## src/rtl/processor_to_uart_wr_ctrl.sv

```systemverilog
// Write-side pointer/flag controller of the processor-to-UART async FIFO.
// Owns the binary/Gray write pointer and derives full/level from a 2-flop synchronized read pointer.
module processor_to_uart_wr_ctrl #(
    parameter int ADDR_WIDTH = 4,
    parameter int AF_LEVEL   = 12
) (
    input  logic                  processor_clk,
    input  logic                  reset,
    input  logic                  push,
    input  logic                  overflow_clr,
    input  logic [ADDR_WIDTH:0]   r_ptr_gray,
    output logic [ADDR_WIDTH-1:0] w_add,
    output logic                  mem_we,
    output logic [ADDR_WIDTH:0]   w_ptr_gray,
    output logic                  full,
    output logic                  almost_full,
    output logic [ADDR_WIDTH:0]   level,
    output logic                  overflow
);
    localparam int PW = ADDR_WIDTH + 1;
    localparam logic [PW-1:0] AF_V = PW'(AF_LEVEL);

    logic [PW-1:0] r_w_ptr;
    logic [PW-1:0] r_w_ptr_gray;
    logic [PW-1:0] r_s1;
    logic [PW-1:0] r_s2;
    logic          r_overflow;

    logic [PW-1:0] w_r_sync;
    logic [PW-1:0] w_level;
    logic [PW-1:0] w_ptr_inc;
    logic          w_full;
    logic          w_we;

    // Gray-to-binary: each binary bit is the XOR of all Gray bits at or above it.
    genvar gi;
    generate
        for (gi = 0; gi < PW; gi++) begin : g_gray2bin
            assign w_r_sync[gi] = ^r_s2[PW-1:gi];
        end
    endgenerate

    assign w_level   = r_w_ptr - w_r_sync;
    assign w_full    = (r_w_ptr[PW-1] != w_r_sync[PW-1]) &&
                       (r_w_ptr[ADDR_WIDTH-1:0] == w_r_sync[ADDR_WIDTH-1:0]);
    assign w_we      = push & ~w_full & ~reset;
    assign w_ptr_inc = r_w_ptr + PW'(1);

    always_ff @(posedge processor_clk) begin
        if (reset) begin
            r_w_ptr      <= '0;
            r_w_ptr_gray <= '0;
            r_s1         <= '0;
            r_s2         <= '0;
            r_overflow   <= 1'b0;
        end else begin
            r_s1 <= r_ptr_gray;
            r_s2 <= r_s1;
            if (w_we) begin
                r_w_ptr      <= w_ptr_inc;
                r_w_ptr_gray <= w_ptr_inc ^ (w_ptr_inc >> 1);
            end
            // A rejected push outranks a simultaneous clear.
            if (push && w_full)
                r_overflow <= 1'b1;
            else if (overflow_clr)
                r_overflow <= 1'b0;
        end
    end

    assign w_add       = r_w_ptr[ADDR_WIDTH-1:0];
    assign mem_we      = w_we;
    assign w_ptr_gray  = r_w_ptr_gray;
    assign full        = w_full;
    assign almost_full = (w_level >= AF_V);
    assign level       = w_level;
    assign overflow    = r_overflow;
endmodule

```

## config.mk

```make
export PLATFORM = sky130hd
export DESIGN_NAME = processor_to_uart_wr_ctrl
export DESIGN_NICKNAME = d
export VERILOG_FILES = /design/src/rtl/processor_to_uart_wr_ctrl.sv
export SDC_FILE = /design/constraint.sdc
export NUM_CORES = 1
export LEC_CHECK = 0
export CAP_MARGIN = 10
export CORE_ASPECT_RATIO = 1.1
export CORE_MARGIN = 2
export CORE_UTILIZATION = 30
export CTS_BUF_LIST = sky130_fd_sc_hd__clkbuf_8 sky130_fd_sc_hd__clkbuf_16
export DETAILED_ROUTE_END_ITERATION = 6
export GPL_ROUTABILITY_DRIVEN = 0
export PLACE_DENSITY_LB_ADDON = 0.12
export SYNTH_ARGS = -nofsm -noshare
export SYNTH_HDL_FRONTEND = slang
export SYNTH_SLANG_ARGS = --single-unit
```

## constraint.sdc

```tcl
create_clock -name processor_clk -period 3.7 [get_ports processor_clk]
set_input_delay 0.74 -clock processor_clk [delete_from_list [all_inputs] [get_ports processor_clk]]
set_output_delay 0.74 -clock processor_clk [all_outputs]
set_load 0.005 [all_outputs]
```

==> impl_metrics.tcl <==
set metrics [dict create \
    worstRegToRegCells 10 \
    worst_pin_slew_ns 0.378 \
    cp-start-kind "flip-flop" \
    clockBufferDepth 2 \
    cts-root-buf "clkbuf_8" \
    cts_buffers 3 \
    final_common_cell "clkdlybuf4s50_1" \
    timing.rr.end "r_w_ptr[4]" \
    diodes 0 \
    grt_overflow 0 \
    row_count 22 \
    p_total_w 0.000596 \
    max_freq_mhz 282 \
    io_pins 27 \
    viasPerCell 4.60 \
    holdPathEnd "r_s2[2]" \
    die_h_um 65.5 \
    synthTopCellsByArea "dfxtp_1 39%, nor2b_1 7.9%, xnor2_1 7.6%" \
    cts_sinks 20 \
    path_max_fanout 2 \
    core_um2 3300 \
    start_util_pct 31.2 \
    postCtsHoldBufs 0 \
    grt_max_degree 22 \
    worstHoldPathCells 1 \
    htree_levels 1 \
    cp.arrival_ns 2.81 \
    hold_viol 0 \
    maxSlewHeadroom_pct 74.7 \
    holdWs_ns 0.438 \
    cp-end-kind "output pin" \
    grt_use_total_pct 11.8 \
    timing.rr.start "r_s2[4]" \
    final.min_clock_period_ns 3.55 \
    vias 800 \
    p_per_area_nw_per_um2 398 \
    timing.final.crit_share_pct 96.0 \
    drtAntennaViolNets 0 \
    nFillCells 332 \
    leakage_nw 0.578 \
    clock-skew-final_ns 0.00533 \
    wire_per_inst_um 11.9 \
    dp_slack_ns 0.000573 \
    ys_types 31 \
    path_class "flip-flop to output pin" \
    nets 155 \
    ys_ff_latch 20 \
    yosys.area.top_type "dfxtp_1" \
    seq_area_frac_synth_pct 38.8 \
    dpl.cell_count 164 \
    worst_slack_ns 0.149 \
    setup-tns-final_ns 0 \
    syn_area_um2 1030 \
    drt_wl_total_um 2080 \
    min_path_type "flip-flop to flip-flop" \
    synth_cells 102 \
    seq_area_um2 405 \
    drive_above_1_share_pct 21.0 \
    maxCapViolCount 0 \
    final_cell_mix "24 x clkdlybuf4s50_1, 18 x dfxtp_1, 13 x nor2b_1, 10 x nor2_1" \
    syn_avg_cell_area_um2 10.1 \
    drt_pass1_iterations 3 \
    peakVddDrop_mv 0.175 \
    path_clk_slew_ns 0.07 \
    min-delay-start "r_s1[2]" \
    grt_pass1_vias 795 \
    drc 0 \
    worstSkewPairLatency_ns 0.25 \
    grt_pass1_wl_um 3490 \
    yosysTopAreaCellShare_pct 38.8 \
    finalMaxSlewViolations 0 \
    ys_warn_count 0 \
    status "completed" \
    syn2layout_area_growth_pct 45.0 \
    cp.required_ns 2.96 \
    instances_no_fill 174 \
    setup_viol 0 \
    ff2ff_setup_slack_ns 1.28 \
    antenna_found_initial 0 \
    drtIter0Drc 12 \
    multi_input_area_um2 641 \
    die_x_um 59.9 \
    synth_nets 118 \
    cts_tree "built" \
    dieArea_um2 3920 \
    io_buffers 26 \
    dp_hpwl_um 1470 \
]
critical path, stage by stage, from the launching register on:
cell             delay, ns
dfxtp_4               0.36
xnor2_4               0.19
xor2_2                0.22
xor2_2                0.19
xnor2_1               0.15
ha_2                  0.20
inv_1                 0.05
fa_2                  0.36
a21o_1                0.19
a21oi_2               0.12
xnor2_1               0.09
a31o_2                0.23
clkdlybuf4s15_1       0.20
per-stage QoR:
step                area (µm²)  utilization [%]
finish                    1500             45.3
global route              1500             45.3
CTS                       1430             43.2
detailed placement        1350             40.8
global placement          1350             40.8
floorplan                 1030                -
routing by layer:
| metal | vias to the layer above | global-route usage (%) | part of all wire [%] |
|---|---|---|---|
| met5 | - | 0 | 0 |
| met1 | 370 | 14.9 | 46 |
| met2 | 20 | 18.8 | 48 |
| met3 | 2 | 3.15 | 5.1 |
| met4 | 0 | 5.00 | 1.0 |
| li1 | 408 | - | - |
layout make-up:
type                            count  area share (%)
Inverter                            5            1.26
Sequential cell                    20            27.1
Tap cell                           36            3.01
Timing Repair Buffer               35            22.1
Clock buffer                        4            3.68
Multi-Input combinational cell     74            42.8
synthesized netlist by cell type:
cell type,n
o22ai_1,1
xnor2_2,2
and2_1,2
nor2_1,10
or3_1,2
o211ai_1,1
o21bai_1,1
nand3_1,1
nand2b_4,1
ha_1,6
nor2b_1,13
a21oi_1,3
a21o_1,1
o21ai_4,1
o21a_1,1
clkbuf_1,3
mux2i_1,4
a31o_2,1
a311oi_2,1
xor2_1,3
a21boi_0,1
xor2_2,1
or3b_1,1
dfxtp_1,20
and3_4,1
xnor2_1,9
inv_1,5
fa_1,1
o21ai_0,3
and4_1,1
nand4_1,1
cells by family (layout without fill, tap and decap cells):
kind of cell / after synthesis / after routing / synth area share (%)
simple gates: 33 / 33 / 19.2
flops: 20 / 20 / 38.8
compound gates: 15 / 15 / 11.0
xor+xnor: 15 / 15 / 14.9
buf+inv: 8 / 44 / 2.91
fa+ha+maj: 7 / 7 / 9.22
mux: 4 / 4 / 3.88
worst max-delay path by stage:
stage               slack (ns)     from     endpoint  cells past startpoint
global placement          0.12  r_s2[4]  almost_full                     12
detailed placement      0.0006  r_s2[4]  almost_full                     12
global route            -0.003  r_s2[4]  almost_full                     12
finish                    0.15  r_s2[4]  almost_full                     12
CTS                      0.006  r_s2[3]     level[4]                     11
floorplan                 0.48  r_s2[4]  almost_full                     11
where the power goes:
| part | internal, W | leakage [nW] | switching [W] |
|---|---|---|---|
| logic | 0.000119 | 0.384 | 0.0000749 |
| clock network | 0.0000946 | 0.0288 | 0.0000690 |
| registers | 0.000227 | 0.165 | 0.0000109 |
repair_timing:
action                                  in CTS  in global routing
resized for setup                            6                  7
endpoints found under the setup margin       2                  3
hold endpoints to repair                     0                  0
setup buffers                                2                  4
pin swaps                                    6                  9
flip-flops by register name, indices dropped and copies added, names as in the netlist:
signal      flops
r_s1            5
r_s2            5
r_w_ptr         5
w_ptr_gray      4
overflow        1
No activity file was read; power rests on OpenSTA's default activity.
